<file path="config.mk">
export PLATFORM = sky130hd
export DESIGN_NAME = int_rdy_ctrl_flat
export DESIGN_NICKNAME = d
export VERILOG_FILES = /design/src/rtl/int_rdy_ctrl_if.sv /design/src/rtl/int_rdy_ctrl.sv /design/src/flat_wrapper.sv
export SDC_FILE = /design/constraint.sdc
export NUM_CORES = 1
export LEC_CHECK = 0
export ABC_AREA = 0
export CAP_MARGIN = 0
export CORE_ASPECT_RATIO = 1.2
export CORE_MARGIN = 2
export CORE_UTILIZATION = 40
export CTS_CLUSTER_SIZE = 20
export DETAILED_ROUTE_END_ITERATION = 16
export PLACE_DENSITY = 0.66
export SLEW_MARGIN = 10
export SYNTH_ARGS = -nofsm -noshare
export SYNTH_HDL_FRONTEND = slang
export SYNTH_SLANG_ARGS = --single-unit
</file>
<file path="constraint.sdc">
create_clock -name clk_i -period 4 [get_ports clk_i]
set_input_delay 0.8 -clock clk_i [delete_from_list [all_inputs] [get_ports clk_i]]
set_output_delay 0.8 -clock clk_i [all_outputs]
set_load 0.005 [all_outputs]
</file>
<file path="src/rtl/int_rdy_ctrl_if.sv">
// Interface bundle for int_rdy_ctrl.
// Carries the external asynchronous requests, the core-side handshake and
// step controls, and the registered results presented to the core.
//   ext_irq_n_i  : external IRQ, active-low level, asynchronous
//   ext_nmi_n_i  : external NMI, active-low, falling-edge sensitive, asynchronous
//   ext_rdy_i    : external ready, active-high, asynchronous
//   nmi_ack_i    : one-cycle pulse from the core, NMI vector fetch started
//   step_en_i    : single-step mode enable (synchronous)
//   step_i       : single-step request, rising edge requests one step
//   irq_o        : filtered IRQ level to the core
//   nmi_o        : pending NMI to the core
//   rdy_o        : ready to the core
//   nmi_cnt_o    : saturating count of NMIs taken
// slave  : the controller side (int_rdy_ctrl)
// master : the side that drives requests and observes the results
interface int_rdy_ctrl_if;
  logic       ext_irq_n_i;
  logic       ext_nmi_n_i;
  logic       ext_rdy_i;
  logic       nmi_ack_i;
  logic       step_en_i;
  logic       step_i;
  logic       irq_o;
  logic       nmi_o;
  logic       rdy_o;
  logic [7:0] nmi_cnt_o;

  modport slave (
    input  ext_irq_n_i,
    input  ext_nmi_n_i,
    input  ext_rdy_i,
    input  nmi_ack_i,
    input  step_en_i,
    input  step_i,
    output irq_o,
    output nmi_o,
    output rdy_o,
    output nmi_cnt_o
  );

  modport master (
    output ext_irq_n_i,
    output ext_nmi_n_i,
    output ext_rdy_i,
    output nmi_ack_i,
    output step_en_i,
    output step_i,
    input  irq_o,
    input  nmi_o,
    input  rdy_o,
    input  nmi_cnt_o
  );
endinterface

</file>
<file path="src/rtl/int_rdy_ctrl.sv">
// Interrupt and ready controller for a CPU core.
// Synchronises the external IRQ, NMI and RDY lines, filters IRQ, turns NMI
// falling edges into a pending/served handshake with the core, counts NMIs
// taken, and gates ready for single-step operation.
// Ports:
//   clk_i : system clock, all state on its rising edge
//   rst_i : asynchronous active-low reset
//   bus   : int_rdy_ctrl_if.slave (requests in, registered results out)
// Parameters:
//   SYNC_STAGES : synchroniser depth per asynchronous input (2..4)
//   IRQ_FILT    : consecutive low samples required to assert IRQ (1..7)
module int_rdy_ctrl #(
  parameter int unsigned SYNC_STAGES = 2,
  parameter int unsigned IRQ_FILT    = 2
) (
  input  logic          clk_i,
  input  logic          rst_i,
  int_rdy_ctrl_if.slave bus
);

  localparam logic [2:0] FILT_MAX = 3'(IRQ_FILT);

  typedef enum logic [1:0] {
    IDLE = 2'd0,
    PEND = 2'd1,
    SERV = 2'd2
  } nmi_state_t;

  // Synchronisers
  logic [SYNC_STAGES-1:0] irq_sync;
  logic [SYNC_STAGES-1:0] nmi_sync;
  logic [SYNC_STAGES-1:0] rdy_sync;
  logic [SYNC_STAGES-1:0] vld_sync;

  always_ff @(posedge clk_i or negedge rst_i) begin
    if (!rst_i) begin
      irq_sync <= '1;
      nmi_sync <= '1;
      rdy_sync <= '0;
      vld_sync <= '0;
    end else begin
      irq_sync <= {irq_sync[SYNC_STAGES-2:0], bus.ext_irq_n_i};
      nmi_sync <= {nmi_sync[SYNC_STAGES-2:0], bus.ext_nmi_n_i};
      rdy_sync <= {rdy_sync[SYNC_STAGES-2:0], bus.ext_rdy_i};
      vld_sync <= {vld_sync[SYNC_STAGES-2:0], 1'b1};
    end
  end

  logic irq_s;
  logic nmi_s;
  logic rdy_s;
  logic nmi_vld;

  assign irq_s   = irq_sync[SYNC_STAGES-1];
  assign nmi_s   = nmi_sync[SYNC_STAGES-1];
  assign rdy_s   = rdy_sync[SYNC_STAGES-1];
  assign nmi_vld = vld_sync[SYNC_STAGES-1];

  // IRQ filter
  logic [2:0] irq_cnt;
  logic [2:0] irq_cnt_n;
  logic       irq_q;

  always_comb begin
    irq_cnt_n = irq_cnt;
    if (irq_s) begin
      irq_cnt_n = '0;
    end else if (irq_cnt != FILT_MAX) begin
      irq_cnt_n = irq_cnt + 3'd1;
    end
  end

  always_ff @(posedge clk_i or negedge rst_i) begin
    if (!rst_i) begin
      irq_cnt <= '0;
      irq_q   <= 1'b0;
    end else begin
      irq_cnt <= irq_cnt_n;
      irq_q   <= (irq_cnt_n == FILT_MAX);
    end
  end

  // NMI edge detect.
  // The previous-value register only takes synchroniser samples that came
  // from the pin after reset release (nmi_vld); otherwise the reset-loaded
  // 1s flushing out of the chain would fake a falling edge when the pin is
  // still held low, re-raising an NMI that reset was meant to discard.
  logic nmi_prev;
  logic nmi_edge;

  always_ff @(posedge clk_i or negedge rst_i) begin
    if (!rst_i) begin
      nmi_prev <= 1'b0;
    end else begin
      nmi_prev <= nmi_vld & nmi_s;
    end
  end

  assign nmi_edge = nmi_vld & nmi_prev & ~nmi_s;

  // NMI FSM
  nmi_state_t state;
  nmi_state_t state_n;
  logic       rearm;
  logic       rearm_n;
  logic [7:0] nmi_cnt;
  logic [7:0] nmi_cnt_n;
  logic       nmi_q;

  always_comb begin
    state_n   = state;
    rearm_n   = rearm;
    nmi_cnt_n = nmi_cnt;
    case (state)
      IDLE: begin
        if (nmi_edge) begin
          state_n = PEND;
        end
      end
      PEND: begin
        if (nmi_edge) begin
          rearm_n = 1'b1;
        end
        if (bus.nmi_ack_i) begin
          state_n = SERV;
          if (nmi_cnt != 8'hFF) begin
            nmi_cnt_n = nmi_cnt + 8'd1;
          end
        end
      end
      SERV: begin
        // SERV lasts one cycle, so an edge arriving now is folded straight
        // into the re-arm decision instead of being parked in the flag.
        if (rearm || nmi_edge) begin
          state_n = PEND;
          rearm_n = 1'b0;
        end else begin
          state_n = IDLE;
        end
      end
      default: begin
        state_n = IDLE;
        rearm_n = 1'b0;
      end
    endcase
  end

  always_ff @(posedge clk_i or negedge rst_i) begin
    if (!rst_i) begin
      state   <= IDLE;
      rearm   <= 1'b0;
      nmi_cnt <= '0;
      nmi_q   <= 1'b0;
    end else begin
      state   <= state_n;
      rearm   <= rearm_n;
      nmi_cnt <= nmi_cnt_n;
      nmi_q   <= (state_n == PEND);
    end
  end

  // Ready / single-step
  logic step_prev;
  logic step_rise;
  logic step_pend;
  logic step_pend_n;
  logic rdy_q;
  logic rdy_n;

  assign step_rise = bus.step_i & ~step_prev;

  always_comb begin
    rdy_n       = 1'b0;
    step_pend_n = step_pend;
    if (!bus.step_en_i) begin
      rdy_n       = rdy_s;
      step_pend_n = 1'b0;
    end else if (step_pend) begin
      // Further step edges while pending are dropped here.
      if (rdy_s) begin
        rdy_n       = 1'b1;
        step_pend_n = 1'b0;
      end
    end else if (step_rise) begin
      if (rdy_s) begin
        rdy_n = 1'b1;
      end else begin
        step_pend_n = 1'b1;
      end
    end
  end

  always_ff @(posedge clk_i or negedge rst_i) begin
    if (!rst_i) begin
      step_prev <= 1'b0;
      step_pend <= 1'b0;
      rdy_q     <= 1'b0;
    end else begin
      step_prev <= bus.step_i;
      step_pend <= step_pend_n;
      rdy_q     <= rdy_n;
    end
  end

  assign bus.irq_o     = irq_q;
  assign bus.nmi_o     = nmi_q;
  assign bus.rdy_o     = rdy_q;
  assign bus.nmi_cnt_o = nmi_cnt;

endmodule

</file>
<file path="src/flat_wrapper.sv">
// flat-port wrapper written by rule: the top's interface ports become plain ports
module int_rdy_ctrl_flat 
#(
  parameter int unsigned SYNC_STAGES = 2,
  parameter int unsigned IRQ_FILT    = 2
)
  (clk_i, rst_i, bus_ext_irq_n_i, bus_ext_nmi_n_i, bus_ext_rdy_i, bus_nmi_ack_i, bus_step_en_i, bus_step_i, bus_irq_o, bus_nmi_o, bus_rdy_o, bus_nmi_cnt_o);
  int_rdy_ctrl_if bus_i ();
  input  logic clk_i;
  input  logic rst_i;
  input wire logic [$bits(bus_i.ext_irq_n_i)-1:0] bus_ext_irq_n_i;
  input wire logic [$bits(bus_i.ext_nmi_n_i)-1:0] bus_ext_nmi_n_i;
  input wire logic [$bits(bus_i.ext_rdy_i)-1:0] bus_ext_rdy_i;
  input wire logic [$bits(bus_i.nmi_ack_i)-1:0] bus_nmi_ack_i;
  input wire logic [$bits(bus_i.step_en_i)-1:0] bus_step_en_i;
  input wire logic [$bits(bus_i.step_i)-1:0] bus_step_i;
  output wire logic [$bits(bus_i.irq_o)-1:0] bus_irq_o;
  output wire logic [$bits(bus_i.nmi_o)-1:0] bus_nmi_o;
  output wire logic [$bits(bus_i.rdy_o)-1:0] bus_rdy_o;
  output wire logic [$bits(bus_i.nmi_cnt_o)-1:0] bus_nmi_cnt_o;
  assign bus_i.ext_irq_n_i = bus_ext_irq_n_i;
  assign bus_i.ext_nmi_n_i = bus_ext_nmi_n_i;
  assign bus_i.ext_rdy_i = bus_ext_rdy_i;
  assign bus_i.nmi_ack_i = bus_nmi_ack_i;
  assign bus_i.step_en_i = bus_step_en_i;
  assign bus_i.step_i = bus_step_i;
  assign bus_irq_o = bus_i.irq_o;
  assign bus_nmi_o = bus_i.nmi_o;
  assign bus_rdy_o = bus_i.rdy_o;
  assign bus_nmi_cnt_o = bus_i.nmi_cnt_o;
  int_rdy_ctrl #(.SYNC_STAGES(SYNC_STAGES), .IRQ_FILT(IRQ_FILT)) u_core (.clk_i(clk_i), .rst_i(rst_i), .bus(bus_i));
endmodule
</file>
==> results of run 1 <==
-- logic make-up after synthesis --
group / count (synthesis) / synth area share, %
adders and majority gates: 3 / 3.32
and+or+nand+nor: 26 / 15.9
other: 1 / 0.332
muxes: 4 / 4.54
DFF: 28 / 62.4
xor gates and xnor gates: 2 / 1.55
AOI/OAI and AO/OA: 16 / 9.51
buffers and inverters: 6 / 2.43
-- flip-flops by register name, indices dropped and copies added (netlist names), 2 cells and up --
name	flops
u_core.vld_sync	2
u_core.irq_sync	2
u_core.state	2
u_core.bus.nmi_cnt_o	8
u_core.rdy_sync	2
u_core.nmi_sync	2
u_core.irq_cnt	3
-- worst reg2reg max path: cells and delay by family (launching register included) --
family,cells,cell delay (ns)
muxes,1,0.31
adders and majority gates,1,0.28
DFF,1,0.43
and+or+nand+nor,2,0.37
-- stage by stage --
step                      util (%)  hold slack (ns)  worst slack, ns  cell area (sq um)
after detailed placement      50.1            0.341             1.75               1370
after global placement        50.1            0.332             1.78               1370
after floorplan                  -            0.331             2.42               1130
after global routing          51.8            0.371             1.80               1420
final                         51.8            0.366             1.88               1420
after CTS                     52.0            0.367             1.86               1420
-- synth_stat cells, drive strengths merged --
| cell | n | area, sq um |
|---|---|---|
| clkinv | 1 | 8.76 |
| o21ai | 2 | 13.8 |
| nand2b | 2 | 12.5 |
| conb | 1 | 3.75 |
| and3b | 1 | 8.76 |
| xnor2 | 2 | 17.5 |
| nand2 | 2 | 7.51 |
| o2111a | 1 | 11.3 |
| nand3 | 3 | 15.0 |
| or2 | 1 | 6.26 |
| a21oi | 6 | 30.0 |
| nor3 | 2 | 10.0 |
| or2b | 1 | 7.51 |
| or3b | 1 | 8.76 |
| nor2 | 3 | 11.3 |
| a211oi | 1 | 12.5 |
| nor3b | 3 | 22.5 |
| nor4 | 1 | 12.5 |
| nor2b | 1 | 6.26 |
| dfstp | 4 | 105 |
| mux2 | 3 | 41.3 |
| mux2i | 1 | 10.0 |
| ha | 3 | 37.5 |
| nand4 | 2 | 18.8 |
| dfrtp | 24 | 601 |
| o22ai | 2 | 12.5 |
| a21boi | 2 | 15.0 |
| inv | 5 | 18.8 |
| and2 | 1 | 6.26 |
| and3 | 1 | 6.26 |
| nand3b | 1 | 20.0 |
| a31oi | 2 | 12.5 |
-- layout make-up --
| type | instances | area share, % |
|---|---|---|
| Sequential cell | 28 | 49.8 |
| Multi-Input combinational cell | 52 | 28.1 |
| Timing Repair Buffer | 20 | 13.4 |
| Tap cell | 34 | 3.00 |
| Clock inverter | 1 | 2.12 |
| Inverter | 6 | 1.94 |
| Clock buffer | 3 | 1.59 |
-- power groups by stage --
| stage | combinational, mW | sequential (mW) | clock, mW |
|---|---|---|---|
| global route | 0.212 | 0.378 | 0.196 |
| finish | 0.188 | 0.368 | 0.177 |
| global placement | 0.187 | 0.373 | 0 |
| detailed placement | 0.191 | 0.374 | 0 |
| floorplan | 0.104 | 0.370 | 0 |
| CTS | 0.192 | 0.369 | 0.186 |
-- worst min-delay path by stage --
stage,start,endpoint,slack [ns],depth (start not counted)
floorplan,u_core.rdy_sync[0],u_core.rdy_sync[1],0.33,0
global placement,u_core.vld_sync[0],u_core.vld_sync[1],0.33,0
detailed placement,u_core.rdy_sync[0],u_core.rdy_sync[1],0.34,0
CTS,u_core.nmi_sync[0],u_core.nmi_sync[1],0.37,0
global route,u_core.nmi_sync[0],u_core.nmi_sync[1],0.37,0
finish,u_core.nmi_sync[0],u_core.nmi_sync[1],0.37,0
-- layer usage --
layer | vias to the layer above | share of wire (%) | GRT usage (%)
li1 | 349 | - | -
met1 | 346 | 45 | 15.0
met2 | 16 | 50 | 19.4
met3 | 2 | 4.4 | 2.88
met4 | 0 | 0.84 | 6.09
met5 | - | 0 | 0
==> summary.txt, run 1 <==
Synthesis
  – Seq/Total Area, Yosys: 62.4%
  – #FFs+latches synth: 28
  – Syn Inst Count: 86
  – Post-synth design cell area: 1130 sq um
  – Syn_nets: 97
  – Avg Cell Area, Syn: 13.2 sq um
  – Yosys warnings: 0
  – Synth cell types: 36

Timing
  – Final setup vio count: 0
  – Clk_skew: 0.00220 ns
  – Relative slew slack: 62.9%
  – Max-slew violations: 0
  – Worst-Margin Slew: 0.557 ns
  – Post-layout min period: 2.12 ns
  – RSZ-0062 raised after global routing: false
  – Fmax: 0.472 GHz
  – Hold Vio Cnt, Final: 0
  – TNS Setup: 0 ns
  – Final Cycle Share: 53.0%

Placement
  – Gpl congestion: 0.769
  – DP HPWL: 1250 um
  – Post-Place Cells: 140
  – Number of port buffers: 18

Route
  – Antenna-violating nets left: 0
  – DR vias: 713
  – DR WL/cell: 11.6 um
  – Vias per inst: 4.95
  – DR pass1 iterations: 4
  – Drc violations: 0
  – Initial DRC count: 8
  – WL final: 1670 um

Die
  – Initial Utilization: 41.4%
  – Cell Rows: 21
  – Core Area: 2730 sq um
  – Io pins: 19
  – DIE WIDTH: 52.5 um
  – Chip height: 62.3 um
  – Die area: 3270 sq um

Finish
  – Final Non-Filler Cells: 144
  – Filler instances: 252
  – Area of the multi-input gates: 398 sq um
  – Most frequent cells in the layout: 24 x dfrtp_1, 17 x clkdlybuf4s50_1, 6 x a21oi_1
  – Reg area: 706 sq um
  – Most common cell after layout, fill and taps aside: dfrtp_1
  – Area Growth Syn to Fin: 25.2%
  – Net count, final: 122
  – Ant. Diodes: 0
  – Fraction of final layout cells sized beyond drive strength 1: 17.3%

Critical path
  – Worst path bufs/invs: 1
  – Worst EP required: 3.20 ns
  – RR Startpoint: u_core.bus.nmi_cnt_o[0]
  – Reg2reg end: u_core.bus.nmi_cnt_o[6]
  – Worst path slowest cell: clkdlybuf4s50_1
  – CP Capture Type: primary output
  – Worst path depth: 1
  – Worst Setup Start Kind: flop
  – Worst setup path endpoint: bus_nmi_cnt_o[5]
  – R2R cell count: 4
  – Family with the most delay on the worst path: buffers and inverters
  – Worst path max stage delay: 0.54 ns
  – Setup CP Type: flop to primary output
  – Reg2reg setup slack: 2.51 ns
  – Worst path cell trace: clkdlybuf4s50_1
  – Crit path from: u_core.bus.nmi_cnt_o[5]
  – Crit-path max FO: 6
  – Crit path DAT: 1.32 ns

Power
  – Switching power share of the total: 26.3%
  – Comb power frac: 25.6%
  – Worst vdd ir: 0.000327 V
  – Pwr dens: 517 nW/um^2
  – P_int: 0.540 mW
  – Sequential Power Share: 50.2%
  – P_leak: 0.640 nW
  – Psw: 0.192 mW
  – Clock network fraction of total power: 24.1%
  – Final Total Pwr: 0.733 mW

Hold path
  – Hold/Removal Path Class: flop to flop

Clock tree
  – CTS tree: done
  – Clock tree buffer depth: 2
  – Setup Fix Bufs, Post-CTS: 0
  – CTS H-tree lvls: 1
  – Post_cts resized: 0
  – Worst skew pair latency: 0.31 ns
  – Sinks on Clock Net: 28
  – Register clock-pin slew on the reported worst setup and hold paths: 0.14 ns
  – Clk root buf: clkbuf_4
  – Post-CTS Hold Buffers: 0
  – CTS Buf Count: 3

GRT
  – First-pass GRT wire length: 3050 um
  – Tot GR Track Use: 12.1%
  – Initial antenna violation count: 0
  – Largest net degree at the start of global routing: 28
  – Vias in the first global route: 761
  – Total gr overflow: 0

Outcome
  – Status: finished clean

Run
  – Max cap viols: 0
No activity file was read; power rests on OpenSTA's default activity.
==> run 2: changes to the inputs <==
==> constraint.sdc (replaced) <==
create_clock -name clk_i -period 2 [get_ports clk_i]
set_input_delay 0.4 -clock clk_i [delete_from_list [all_inputs] [get_ports clk_i]]
set_output_delay 0.4 -clock clk_i [all_outputs]
set_load 0.005 [all_outputs]
==> summary.txt, run 2 (same netlist as run 1, synthesis figures left out) <==
Outcome
  – Status: finished clean

Route
  – Initial DRC count: 16
  – Vias per inst: 5.01
  – DR pass1 iterations: 2
  – WL final: 1710 um
  – Drc violations: 0
  – Antenna-violating nets left: 0
  – DR vias: 712
  – DR WL/cell: 12.0 um

Clock tree
  – Setup Fix Bufs, Post-CTS: 0
  – CTS H-tree lvls: 1
  – Worst skew pair latency: 0.31 ns
  – Post-CTS Hold Buffers: 0
  – Register clock-pin slew on the reported worst setup and hold paths: 0.13 ns
  – Clk root buf: clkbuf_4
  – CTS tree: done
  – CTS Buf Count: 3
  – Clock tree buffer depth: 2
  – Post_cts resized: 0
  – Sinks on Clock Net: 28

Timing
  – Max-slew violations: 0
  – Clk_skew: 0.00345 ns
  – Final setup vio count: 0
  – RSZ-0062 raised after global routing: false
  – Fmax: 0.583 GHz
  – Hold Slack: 0.363 ns
  – Hold Vio Cnt, Final: 0
  – Final Cycle Share: 85.8%
  – TNS Setup: 0 ns
  – Post-layout min period: 1.72 ns

Placement
  – Gpl congestion: 0.807
  – DP Area: 1360 sq um
  – Post-Place Cells: 139
  – Number of port buffers: 18
  – DP HPWL: 1270 um

GRT
  – Largest net degree at the start of global routing: 29
  – Total gr overflow: 0
  – Initial antenna violation count: 0
  – Tot GR Track Use: 12.2%
  – First-pass GRT wire length: 3040 um
  – Vias in the first global route: 748

Critical path
  – Worst path max stage delay: 0.54 ns
  – CP Capture Type: primary output
  – Crit path DAT: 1.32 ns
  – Setup CP Type: flop to primary output
  – Worst path bufs/invs: 1
  – Crit-path max FO: 6
  – Worst path slowest cell: clkdlybuf4s50_1
  – Worst EP required: 1.60 ns
  – Family with the most delay on the worst path: buffers and inverters
  – Worst Setup Start Kind: flop
  – Worst path cell trace: clkdlybuf4s50_1

Die
  – Chip height: 62.3 um
  – Initial Utilization: 41.4%
  – Die area: 3270 sq um
  – Io pins: 19
  – Cell Rows: 21
  – DIE WIDTH: 52.5 um
  – Core Area: 2730 sq um

Finish
  – Most frequent cells in the layout: 24 x dfrtp_1, 18 x clkdlybuf4s50_1, 6 x a21oi_1
  – Final Non-Filler Cells: 142
  – Filler instances: 260
  – Fraction of final layout cells sized beyond drive strength 1: 14.8%
  – Net count, final: 121
  – Final Cell Area: 1380 sq um
  – Ant. Diodes: 0
  – Largest register FFs: 8
  – Most common cell after layout, fill and taps aside: dfrtp_1
  – Area Growth Syn to Fin: 22.3%

Run
  – Max cap viols: 0

Power
  – Pwr dens: 964 nW/um^2
  – Worst vdd ir: 0.000473 V
  – P_leak: 0.621 nW
  – Final Total Pwr: 1.33 mW

Hold path
  – Hold/Removal Path Class: flop to flop
==> run 2: final cells by class <==
type	instances	area, sq um	share of cell area (%)
flip-flops and latches	28	706	51.0
multi-input cells	52	398	28.8
repair buffers	19	188	13.6
clock buffers	3	22.5	1.63
inverters	6	27.5	1.99
well taps	34	42.5	3.07
==> run 2: report_power, final <==
group,leakage [nW],switching (mW),internal (mW),total (mW)
clock network,0.0138,0.144,0.0703,0.215
logic,0.264,0.159,0.221,0.380
registers,0.343,0.0809,0.658,0.739
total,0.621,0.384,0.949,1.33
==> run 2: through the flow <==
stage	utilization [%]	setup WS [ns]
floorplan	-	0.622
finish	50.6	0.284
global placement	49.8	0.213
CTS	50.6	0.262
global route	50.6	0.221
detailed placement	49.8	0.214
==> run 2: per-layer routing <==
layer  vias to the layer above  wire length [um]  track usage [%]
met5                         -                 0                0
met2                        14               873             20.6
met1                       352               751             14.9
met3                         2                77             2.40
li1                        344                 -                -
met4                         0                 8             4.49
==> run 2: worst paths after layout <==
check | slack [ns] | to | from | cells past startpoint
min in group asynchronous | 0.44 | u_core.step_pend | rst_i | 2
hold reg to reg | 0.36 | u_core.vld_sync[1] | u_core.vld_sync[0] | 0
setup / recovery | 0.28 | bus_nmi_cnt_o[5] | u_core.bus.nmi_cnt_o[5] | 1
hold / removal | 0.36 | u_core.vld_sync[1] | u_core.vld_sync[0] | 0
max in group asynchronous | 1.26 | u_core.nmi_sync[0] | rst_i | 2
setup reg to reg | 0.52 | u_core.bus.nmi_cnt_o[6] | u_core.bus.nmi_cnt_o[0] | 4
==> run 3: changes to the inputs <==
--- a/config.mk
+++ b/config.mk
@@ -10,6 +10,7 @@
 export CORE_ASPECT_RATIO = 1.2
 export CORE_MARGIN = 2
 export CORE_UTILIZATION = 40
+export CTS_BUF_LIST = sky130_fd_sc_hd__clkbuf_4 sky130_fd_sc_hd__clkbuf_8 sky130_fd_sc_hd__clkbuf_16
 export CTS_CLUSTER_SIZE = 20
 export DETAILED_ROUTE_END_ITERATION = 16
 export PLACE_DENSITY = 0.66
==> results of run 3 <==
Same layout as run 2: the final DEF is identical, and so are final timing and power.
